--- src/rtl/kypd_pkg.sv ---
// kypd_pkg: shared types and key map for the PmodKYPD
// emulator and the keypad scanner decode.
package kypd_pkg;

    localparam logic [3:0] ROW_IDLE = 4'hF;

    typedef enum logic [2:0] {
        IDLE,
        B_PRESS,
        HOLD,
        B_REL,
        GAP
    } state_t;

    typedef struct packed {
        logic [1:0] row;
        logic [1:0] col;
    } rc_t;

    // Key code at each {row, col}; index 0 is row 0, column 0.
    localparam logic [15:0][3:0] KEY_MAP = {
        4'hD, 4'hE, 4'hF, 4'h0,
        4'hC, 4'h9, 4'h8, 4'h7,
        4'hB, 4'h6, 4'h5, 4'h4,
        4'hA, 4'h3, 4'h2, 4'h1
    };

    function automatic rc_t key_to_rc(input logic [3:0] code);
        rc_t rc;
        rc = '0;
        unique case (code)
            4'h1: rc = 4'b00_00;
            4'h2: rc = 4'b00_01;
            4'h3: rc = 4'b00_10;
            4'hA: rc = 4'b00_11;
            4'h4: rc = 4'b01_00;
            4'h5: rc = 4'b01_01;
            4'h6: rc = 4'b01_10;
            4'hB: rc = 4'b01_11;
            4'h7: rc = 4'b10_00;
            4'h8: rc = 4'b10_01;
            4'h9: rc = 4'b10_10;
            4'hC: rc = 4'b10_11;
            4'h0: rc = 4'b11_00;
            4'hF: rc = 4'b11_01;
            4'hE: rc = 4'b11_10;
            4'hD: rc = 4'b11_11;
        endcase
        return rc;
    endfunction

    function automatic logic [3:0] rc_to_key(input rc_t rc);
        return KEY_MAP[{rc.row, rc.col}];
    endfunction

endpackage

--- src/rtl/kypd_row_drive.sv ---
// kypd_row_drive: registered row response of the
// emulated keypad for the latched key position.
module kypd_row_drive
    import kypd_pkg::*;
(
    input  logic       clk,
    input  logic       rst,
    input  rc_t        key_rc,
    input  logic       pressed,
    input  logic [3:0] col_n,
    output logic [3:0] row_n
);

    logic       col_hit;
    logic [3:0] row_nxt;

    // Closed contact pulls its row low while its column is strobed.
    always_comb begin
        col_hit = pressed && !col_n[~key_rc.col];
        row_nxt = ROW_IDLE;
        if (col_hit) begin
            row_nxt[~key_rc.row] = 1'b0;
        end
    end

    // Row pins answer one cycle after the strobe.
    always_ff @(posedge clk) begin
        if (!rst) begin
            row_n <= ROW_IDLE;
        end else begin
            row_n <= row_nxt;
        end
    end

endmodule

--- src/rtl/kypd_emulator.sv ---
// kypd_emulator: plays scripted key events as press,
// hold, release with contact bounce on a 4x4 keypad.
module kypd_emulator
    import kypd_pkg::*;
#(
    parameter int CNT_W         = 24,
    parameter int HOLD_CYCLES   = 1_000_000,
    parameter int GAP_CYCLES    = 1_000_000,
    parameter int BOUNCE_CYCLES = 50_000,
    parameter int BOUNCE_PERIOD = 5_000
) (
    input  logic       clk,
    input  logic       rst,
    input  logic [3:0] col_n,
    output logic [3:0] row_n,
    input  logic       key_valid,
    input  logic [3:0] key_code,
    output logic       key_ready,
    input  logic       abort,
    output logic       busy,
    output logic       pressed
);

    localparam int TOG_W =
        (BOUNCE_PERIOD > 1) ? $clog2(BOUNCE_PERIOD) : 1;

    localparam logic [CNT_W-1:0] HOLD_LD =
        CNT_W'(HOLD_CYCLES - 1);
    localparam logic [CNT_W-1:0] GAP_LD =
        CNT_W'(GAP_CYCLES - 1);
    localparam logic [CNT_W-1:0] BNC_LD =
        CNT_W'(BOUNCE_CYCLES - 1);
    localparam logic [TOG_W-1:0] TOG_LD =
        TOG_W'(BOUNCE_PERIOD - 1);

    localparam bit HAS_BOUNCE = (BOUNCE_CYCLES != 0);

    localparam longint CNT_MAX =
        (longint'(1) << CNT_W) - 1;

    if (longint'(HOLD_CYCLES) > CNT_MAX
        || longint'(GAP_CYCLES) > CNT_MAX
        || longint'(BOUNCE_CYCLES) > CNT_MAX
        || HOLD_CYCLES < 1
        || GAP_CYCLES < 1
        || BOUNCE_CYCLES < 0
        || BOUNCE_PERIOD < 1) begin : g_cfg_err
        $error("kypd_emulator: phase timing out of counter range");
    end

    state_t           state;
    state_t           state_nxt;
    logic [CNT_W-1:0] cnt;
    logic [CNT_W-1:0] cnt_nxt;
    logic [TOG_W-1:0] tog;
    logic [TOG_W-1:0] tog_nxt;
    logic             pressed_nxt;
    rc_t              key_rc;
    rc_t              key_rc_nxt;

    logic             accept;
    logic             cnt_done;
    logic             tog_done;
    logic             can_abort;

    assign accept    = key_valid && key_ready;
    assign cnt_done  = (cnt == '0);
    assign tog_done  = (tog == '0);
    assign can_abort = (state == B_PRESS)
                    || (state == HOLD)
                    || (state == B_REL);

    // Phase state, counters, contact level and latched key.
    always_ff @(posedge clk) begin
        if (!rst) begin
            state   <= IDLE;
            cnt     <= '0;
            tog     <= '0;
            pressed <= 1'b0;
            key_rc  <= '0;
        end else begin
            state   <= state_nxt;
            cnt     <= cnt_nxt;
            tog     <= tog_nxt;
            pressed <= pressed_nxt;
            key_rc  <= key_rc_nxt;
        end
    end

    // Phase sequencing; each phase loads N-1 and ends at zero.
    always_comb begin
        state_nxt   = state;
        cnt_nxt     = cnt;
        tog_nxt     = tog;
        pressed_nxt = pressed;
        key_rc_nxt  = key_rc;
        unique case (state)
            IDLE: begin
                pressed_nxt = 1'b0;
                if (accept) begin
                    key_rc_nxt  = key_to_rc(key_code);
                    pressed_nxt = 1'b1;
                    tog_nxt     = TOG_LD;
                    if (HAS_BOUNCE) begin
                        state_nxt = B_PRESS;
                        cnt_nxt   = BNC_LD;
                    end else begin
                        state_nxt = HOLD;
                        cnt_nxt   = HOLD_LD;
                    end
                end
            end
            B_PRESS, B_REL: begin
                if (cnt_done) begin
                    if (state == B_PRESS) begin
                        state_nxt   = HOLD;
                        cnt_nxt     = HOLD_LD;
                        pressed_nxt = 1'b1;
                    end else begin
                        state_nxt   = GAP;
                        cnt_nxt     = GAP_LD;
                        pressed_nxt = 1'b0;
                    end
                end else begin
                    cnt_nxt = cnt - CNT_W'(1);
                    if (tog_done) begin
                        tog_nxt     = TOG_LD;
                        pressed_nxt = !pressed;
                    end else begin
                        tog_nxt = tog - TOG_W'(1);
                    end
                end
            end
            HOLD: begin
                pressed_nxt = 1'b1;
                if (cnt_done) begin
                    pressed_nxt = 1'b0;
                    tog_nxt     = TOG_LD;
                    if (HAS_BOUNCE) begin
                        state_nxt = B_REL;
                        cnt_nxt   = BNC_LD;
                    end else begin
                        state_nxt = GAP;
                        cnt_nxt   = GAP_LD;
                    end
                end else begin
                    cnt_nxt = cnt - CNT_W'(1);
                end
            end
            GAP: begin
                pressed_nxt = 1'b0;
                if (cnt_done) begin
                    state_nxt = IDLE;
                end else begin
                    cnt_nxt = cnt - CNT_W'(1);
                end
            end
            default: begin
                state_nxt   = IDLE;
                cnt_nxt     = '0;
                pressed_nxt = 1'b0;
            end
        endcase
        if (abort && can_abort) begin
            state_nxt   = GAP;
            cnt_nxt     = GAP_LD;
            pressed_nxt = 1'b0;
        end
    end

    // Handshake and status decode of the current state.
    always_comb begin
        busy      = (state != IDLE);
        key_ready = rst && (state == IDLE) && !abort;
    end

    kypd_row_drive u_row_drive (
        .clk     (clk),
        .rst     (rst),
        .key_rc  (key_rc),
        .pressed (pressed),
        .col_n   (col_n),
        .row_n   (row_n)
    );

endmodule

--- config.mk ---
export PLATFORM = sky130hd
export DESIGN_NAME = kypd_emulator
export DESIGN_NICKNAME = d
export VERILOG_FILES = /design/src/rtl/kypd_pkg.sv /design/src/rtl/kypd_row_drive.sv /design/src/rtl/kypd_emulator.sv
export SDC_FILE = /design/constraint.sdc
export NUM_CORES = 1
export LEC_CHECK = 0
export BUFFER_PORTS_ARGS = -buffer_cell sky130_fd_sc_hd__buf_2
export CAP_MARGIN = 20
export CORE_UTILIZATION = 40
export DETAILED_ROUTE_END_ITERATION = 16
export GPL_ROUTABILITY_DRIVEN = 0
export SLEW_MARGIN = 0
export SYNTH_ARGS = -nofsm -noshare
export SYNTH_HDL_FRONTEND = slang
export SYNTH_SLANG_ARGS = --single-unit
--- constraint.sdc ---
create_clock -name clk -period 2.4 [get_ports clk]
set_input_delay 0.24 -clock clk [delete_from_list [all_inputs] [get_ports clk]]
set_output_delay 0.24 -clock clk [all_outputs]
set_load 0.005 [all_outputs]
; ---- Yosys cells after proc, flatten, opt, wreduce, memory -nomap -nowiden
; Memories as Yosys holds them, arrays and structs flattened. A register that Yosys moved wholly into a read port is not among the register bits.
; Index checks and enable logic that the tools add are counted.
[op_classes]
mux = 28
magnitude_cmp = 3
eq_ne = 16
reduce_logical = 26
add_sub_neg = 2
n_bitwise = 4
[op_table]
columns = op, count
row1 = $mux 24, 4
row2 = $pmux 24 s4, 1
row3 = $mux 13, 4
row4 = $pmux 13 s3, 1
row5 = $logic_not 24->1, 1
row6 = $sub 24x1->24 const B, 1
row7 = $mux 20, 1
row8 = $mux 3, 6
row9 = $ne 3x3->1 const B, 5
row10 = $logic_not 13->1, 1
row11 = $sub 13x1->13 const B, 1
row12 = $ne 2x2->1 const B, 6
row13 = $pmux 3 s4, 1
row14 = $reduce_and 4->1, 3
row15 = $reduce_and 2->1, 4
row16 = $mux 1, 7
row17 = $eq 3x2->1 const B, 2
row18 = $logic_and 1x1->1, 6
row19 = $lt 2x3->1 const B, 2
row20 = $reduce_bool 3->1, 2
row21 = $logic_not 1->1, 4
row22 = $not 2->2, 2
row23 = $not 4->4, 1
row24 = $reduce_or 2->1, 2
row25 = 10 further kinds, 11
[word_totals]
reg_bits = 45
n_memories = 1
romBits = 64
inputBits = 12
wordCells = 87
[memory_table]
columns = memory, words, word_bits, read_ports, rd_clocked_by_memory_dff, wr, line
row1 = (name not given), 16, 4, 1, 1, 0, kypd_pkg.sv:31  ; unique case (code)

; ---- Longest topological paths before layout
[logic_depth]
word_depth = 7
mapped_depth = 9
ltp_nobuf = 8

; ---- Hierarchy
; From an unflattened synthesis, not the netlist that was laid out.
[unflattened]
hier_cells = 394
hier_area_um2 = 3098.0
[modules_own_cells]
columns = module, area_per_inst_um2, cells_each, n_inst
row1 = kypd_emulator, 2931.6, 380, 1
row2 = kypd_row_drive, 166.4, 14, 1

; ---- Least setup slack after synthesis
; No wires, ideal clock.
[synth_path]
path_type = flip-flop to flip-flop
start = reg cnt[0]
end = reg cnt[14]
stages_incl_launch_ff = 10
required_ns = 2.270
arrival_ns = 2.167
n_path_buf = 1
setup_ns = 0.130
path_slack_ns = 0.102
cell_sequence = dfxtp_1 -> inv_1 -> ha_1 -> or4b_1 -> or4_4 -> o21ai_0 -> buf_2 -> a21oi_1 -> o211ai_1 -> o211ai_1
[synth_between]
elab_chain_cells = 4
elab_cells_between_ends = 9
cone_classes = add/sub (1) / eq/ne (1) / mux (5) / reduce/logical (2)
[synth_rtl]
columns = element, line
row1 = "start, declared", kypd_emulator.sv:53  ; logic [CNT_W-1:0] cnt;
row2 = "start signal, assigned", kypd_emulator.sv:83  ; cnt <= cnt_nxt;
row3 = $sub 24x1->24 / $logic_not 24->1 (equally long branches), n/a
row4 = "$mux 24, on equally long branches", "kypd_emulator.sv:152, kypd_emulator.sv:114, kypd_emulator.sv:136"
row5 = $pmux 24 s4, kypd_emulator.sv:97  ; unique case (state)
row6 = $mux 20, kypd_emulator.sv:164  ; if (abort && can_abort) begin
; Parallel ways exist; a longest one is shown, timed or not. The select of a mux whose other input is x is not followed.
; A chain may end at the register's enable or synchronous reset.

; ---- Worst setup path after layout
[layout_path]
start = reg cnt[15]
end = reg pressed
[layout_between]
elab_chain_cells = 3
elab_cells_between_ends = 5
cone_classes = eq/ne (1) / mux (3) / reduce/logical (1)
[layout_rtl]
columns = element, line
row1 = $logic_not 24->1 (*), kypd_emulator.sv:67  ; assign cnt_done = (cnt == '0);
row2 = "$mux 1, on equally long branches", "kypd_emulator.sv:136, kypd_emulator.sv:114"
row3 = $pmux 1 s3, kypd_emulator.sv:97
row4 = "end signal, assigned", kypd_emulator.sv:85  ; pressed <= pressed_nxt;
row5 = "end, declared", kypd_emulator.sv:21  ; output logic pressed
; Every way passes the cells marked *; elsewhere a longest branch is shown, timed or not.

==> flow_metrics.py <==
metrics = {
    "logic_synthesis": {
        "ys_ff_latch": 49,
        "synth_xor_area_share_pct": 4.51,
        "synth.avg_cell_area_um2": 7.84,
        "ys.flop_type": "dfxtp_1",
        "yosysSeqAreaShare_pct": 33.7,
        "synth-compound-area-share_pct": 29.4,
        "synth-simple-area-share_pct": 25.2,
        "async_flop_share_pct": 0,
        "ys_types": 64,
        "synthCells": 371,
        "yosysWarnings": 0,
        "syn-num-nets": 386,
        "synth_mux_area_share_pct": 1.42,
        "synthAdderAreaFrac_pct": 1.63,
        "syn_area_um2": 2910,
        "synth_top_family_by_area": "compound AO/OA/AOI/OAI gates",
        "synth_edf_count": 0,
    },
    "finish": {
        "fin_nets": 441,
        "stdcell_count": 522,
        "drive_gt1_share_pct": 24.6,
        "design_area_um2": 3610,
        "area_growth_pct": 24.0,
        "fill_cells": 685,
        "insertedDiodeCount": 0,
    },
    "timing": {
        "setup_viol": 0,
        "rsz0062_at_grt": "true",
        "fmax_mhz": 427,
        "fin_crit_sh_pct": 97.5,
        "worst_pin_slew_ns": 0.850,
        "drv_slew": 0,
        "fin_crit_ns": 2.34,
        "skew_ns": 0.00902,
        "maxSlewHeadroom_pct": 43.0,
        "hold_viol": 0,
    },
    "critical_path": {
        "reg2reg_to": "pressed",
        "rrSetupSlack_ns": 0.06,
        "crit_fanout": 5,
        "worstReg2RegStart": "cnt[15]",
        "crit_type": "flip-flop to flip-flop",
        "critical_path_arrival_ns": 2.59,
        "critPathCaptureType": "flip-flop",
        "required_ns": 2.65,
        "start_kind": "flip-flop",
        "rr_worst_depth": 7,
    },
    "placement": {
        "dpl.hpwl_mm": 6.11,
        "portBuffers": 18,
        "dp_cells": 512,
        "placed_cell_area_um2": 3410,
    },
    "clock_tree": {
        "clock-sinks": 49,
        "htree_levels": 2,
        "clk_pin_slew_worst_paths_ns": 0.09,
        "clockRootBuffer": "clkbuf_8",
        "clk_latency_ns": 0.31,
        "cts_buffer_depth": 2,
        "cts-buffers-inserted": 5,
        "cts_tree": "built",
    },
    "global_route": {
        "antenna_found_initial": 0,
        "track_usage_pct": 23.2,
        "grt_max_degree": 19,
        "grt-ovfl-total": 0,
        "first_global_vias": 2804,
        "grt_pass1_wl_mm": 13.7,
    },
    "floorplanning": {
        "initial_core_util_pct": 42.1,
        "chipWidth_um": 87.3,
        "core_um2": 6910,
        "pin_count": 19,
        "rows": 30,
        "dieArea_um2": 7620,
        "die_h_um": 87.3,
    },
    "detailed_routing": {
        "drc": 0,
        "wl_mm": 8.62,
        "detail-route-antenna-nets": 0,
        "drt_iter0_drc": 302,
        "drt-pass1-iter-count": 5,
        "post_drt_wl_per_cell_um": 16.5,
        "viasPerCell": 5.90,
        "vias": 3082,
    },
    "min_path": {
        "hold_end": "key_rc[3]",
        "min-delay-start": "key_code[3]",
        "hold_depth": 3,
        "hold_path_class": "input pin to flip-flop",
    },
    "job": {
        "max_cap_violations": 0,
    },
    "power_and_ir_drop": {
        "p_leak_nw": 1.39,
        "peakVddDrop_mv": 0.344,
        "cellPowerDensity_nw_per_um2": 789,
    },
    "run_status": {
        "status": "completed",
    },
}
worst max-delay path by stage:
stage / start / cells past startpoint / to / slack, ns
after global placement: cnt[0] / 8 / tog[8] / 0.03
after detailed placement: cnt[1] / 9 / pressed / -0.02
after global routing: cnt[0] / 9 / pressed / -0.09
after floorplan: cnt[0] / 9 / cnt[14] / 0.10
after CTS: cnt[1] / 8 / tog[8] / 0.02
final: cnt[15] / 7 / pressed / 0.06
area by class of cell:
cell class | instances | area [µm²] | share of cell area (%)
Clock buffer | 6 | 82.6 | 2.29
Clock inverter | 1 | 7.51 | 0.208
Inverter | 10 | 37.5 | 1.04
Multi-Input combinational cell | 292 | 1890 | 52.4
Sequential cell | 49 | 983 | 27.3
Tap cell | 96 | 120 | 3.33
Timing Repair Buffer | 68 | 487 | 13.5
cell usage in the layout, fill, tap and decap left out, drive strengths merged, types with 2 or more instances in the layout:
cell / netlist / final
nand4b: 2 / 2
clkbuf: 16 / 6
inv: 9 / 9
o211ai: 3 / 3
nor4: 9 / 9
a311oi: 9 / 9
a32oi: 2 / 2
mux2i: 3 / 3
or3: 9 / 9
nor2b: 2 / 2
dfxtp: 49 / 49
a31o: 2 / 2
nor2: 40 / 40
and2: 2 / 2
o31ai: 4 / 4
a311o: 2 / 2
and3: 5 / 5
a21oi: 39 / 39
a221oi: 4 / 4
o21ai: 26 / 26
a31oi: 4 / 4
or4b: 2 / 2
ha: 3 / 3
o21a: 8 / 8
a21boi: 2 / 2
nand2b: 4 / 4
a211oi: 6 / 7
nand3: 8 / 8
buf: 5 / 68
or4: 7 / 7
nand2: 31 / 31
xor2: 5 / 5
o41ai: 2 / 2
xnor2: 10 / 10
o221ai: 2 / 2
nor3: 15 / 15
o21bai: 2 / 2
o311a: 2 / 2
o22ai: 2 / 2
synth_stat cells (7+ instances only):
cell type	count	share of area [%]
clkbuf_1	16	2.1
o21ai_0	23	4.0
o21a_1	8	2.1
nor2_1	40	5.2
dfxtp_1	49	34
nand3_1	8	1.4
xnor2_1	10	3.0
a311oi_1	9	2.7
nor3_1	14	2.4
nand2_1	30	3.9
or3_1	9	1.9
nor4_1	7	1.5
inv_1	9	1.2
a21oi_1	39	6.7
metrics by stage:
| stage | TNS, ns | power [W] | utilization, % | setup WS [ns] | hold slack [ns] |
|---|---|---|---|---|---|
| after global placement | 0 | 0.00222 | 49.4 | 0.0306 | 0.412 |
| after global routing | -0.750 | 0.00302 | 52.2 | -0.0863 | 0.264 |
| after floorplan | 0 | 0.00176 | - | 0.102 | 0.388 |
| after detailed placement | -0.0160 | 0.00222 | 49.4 | -0.0160 | 0.415 |
| after CTS | 0 | 0.00274 | 50.8 | 0.0217 | 0.255 |
| final | 0 | 0.00285 | 52.2 | 0.0604 | 0.256 |
routing by layer:
layer	wire length (µm)	share of wire (%)	global-route usage (%)
met1	4050	47	31.9
met3	588	6.8	4.64
met2	3810	44	35.7
met5	0	0	0
met4	165	1.9	8.05
what timing repair did:
| action | CTS | global route |
|---|---|---|
| pin swaps | 0 | 6 |
| gates resized for setup | 2 | 24 |
| cloned | 0 | 2 |
| endpoints found under the setup margin | 7 | 35 |
| hold buffers | 0 | 0 |
| buffers inserted | 0 | 1 |
power breakdown:
group	internal [W]	total, W	switching [W]
clock	0.000228	0.000509	0.000280
combinational	0.000593	0.00136	0.000766
sequential	0.000897	0.000978	0.0000818
total	0.00172	0.00285	0.00113
flip-flops by register name, summed over array words and instances (netlist names):
register and count:
pressed 1, u_row_drive.row_n 4, key_rc 4, cnt 24, state 3, tog 13
worst max-delay path, stage by stage (launching register included):
cell,delay [ns]
dfxtp_1,0.32
or4_4,0.57
nor4_4,0.30
buf_4,0.17
nand2_2,0.06
a311o_1,0.37
a2111oi_2,0.36
a31o_1,0.15
cells by family (layout without fill, tap and decap cells):
logic type | after synthesis | count (layout)
muxes | 4 | 4
xor gates and xnor gates | 15 | 15
adders and majority gates | 4 | 4
AOI/OAI and AO/OA | 128 | 129
and+or+nand+nor | 140 | 140
buffers and inverters | 31 | 85
DFF | 49 | 49
No activity file was read; power rests on OpenSTA's default activity.
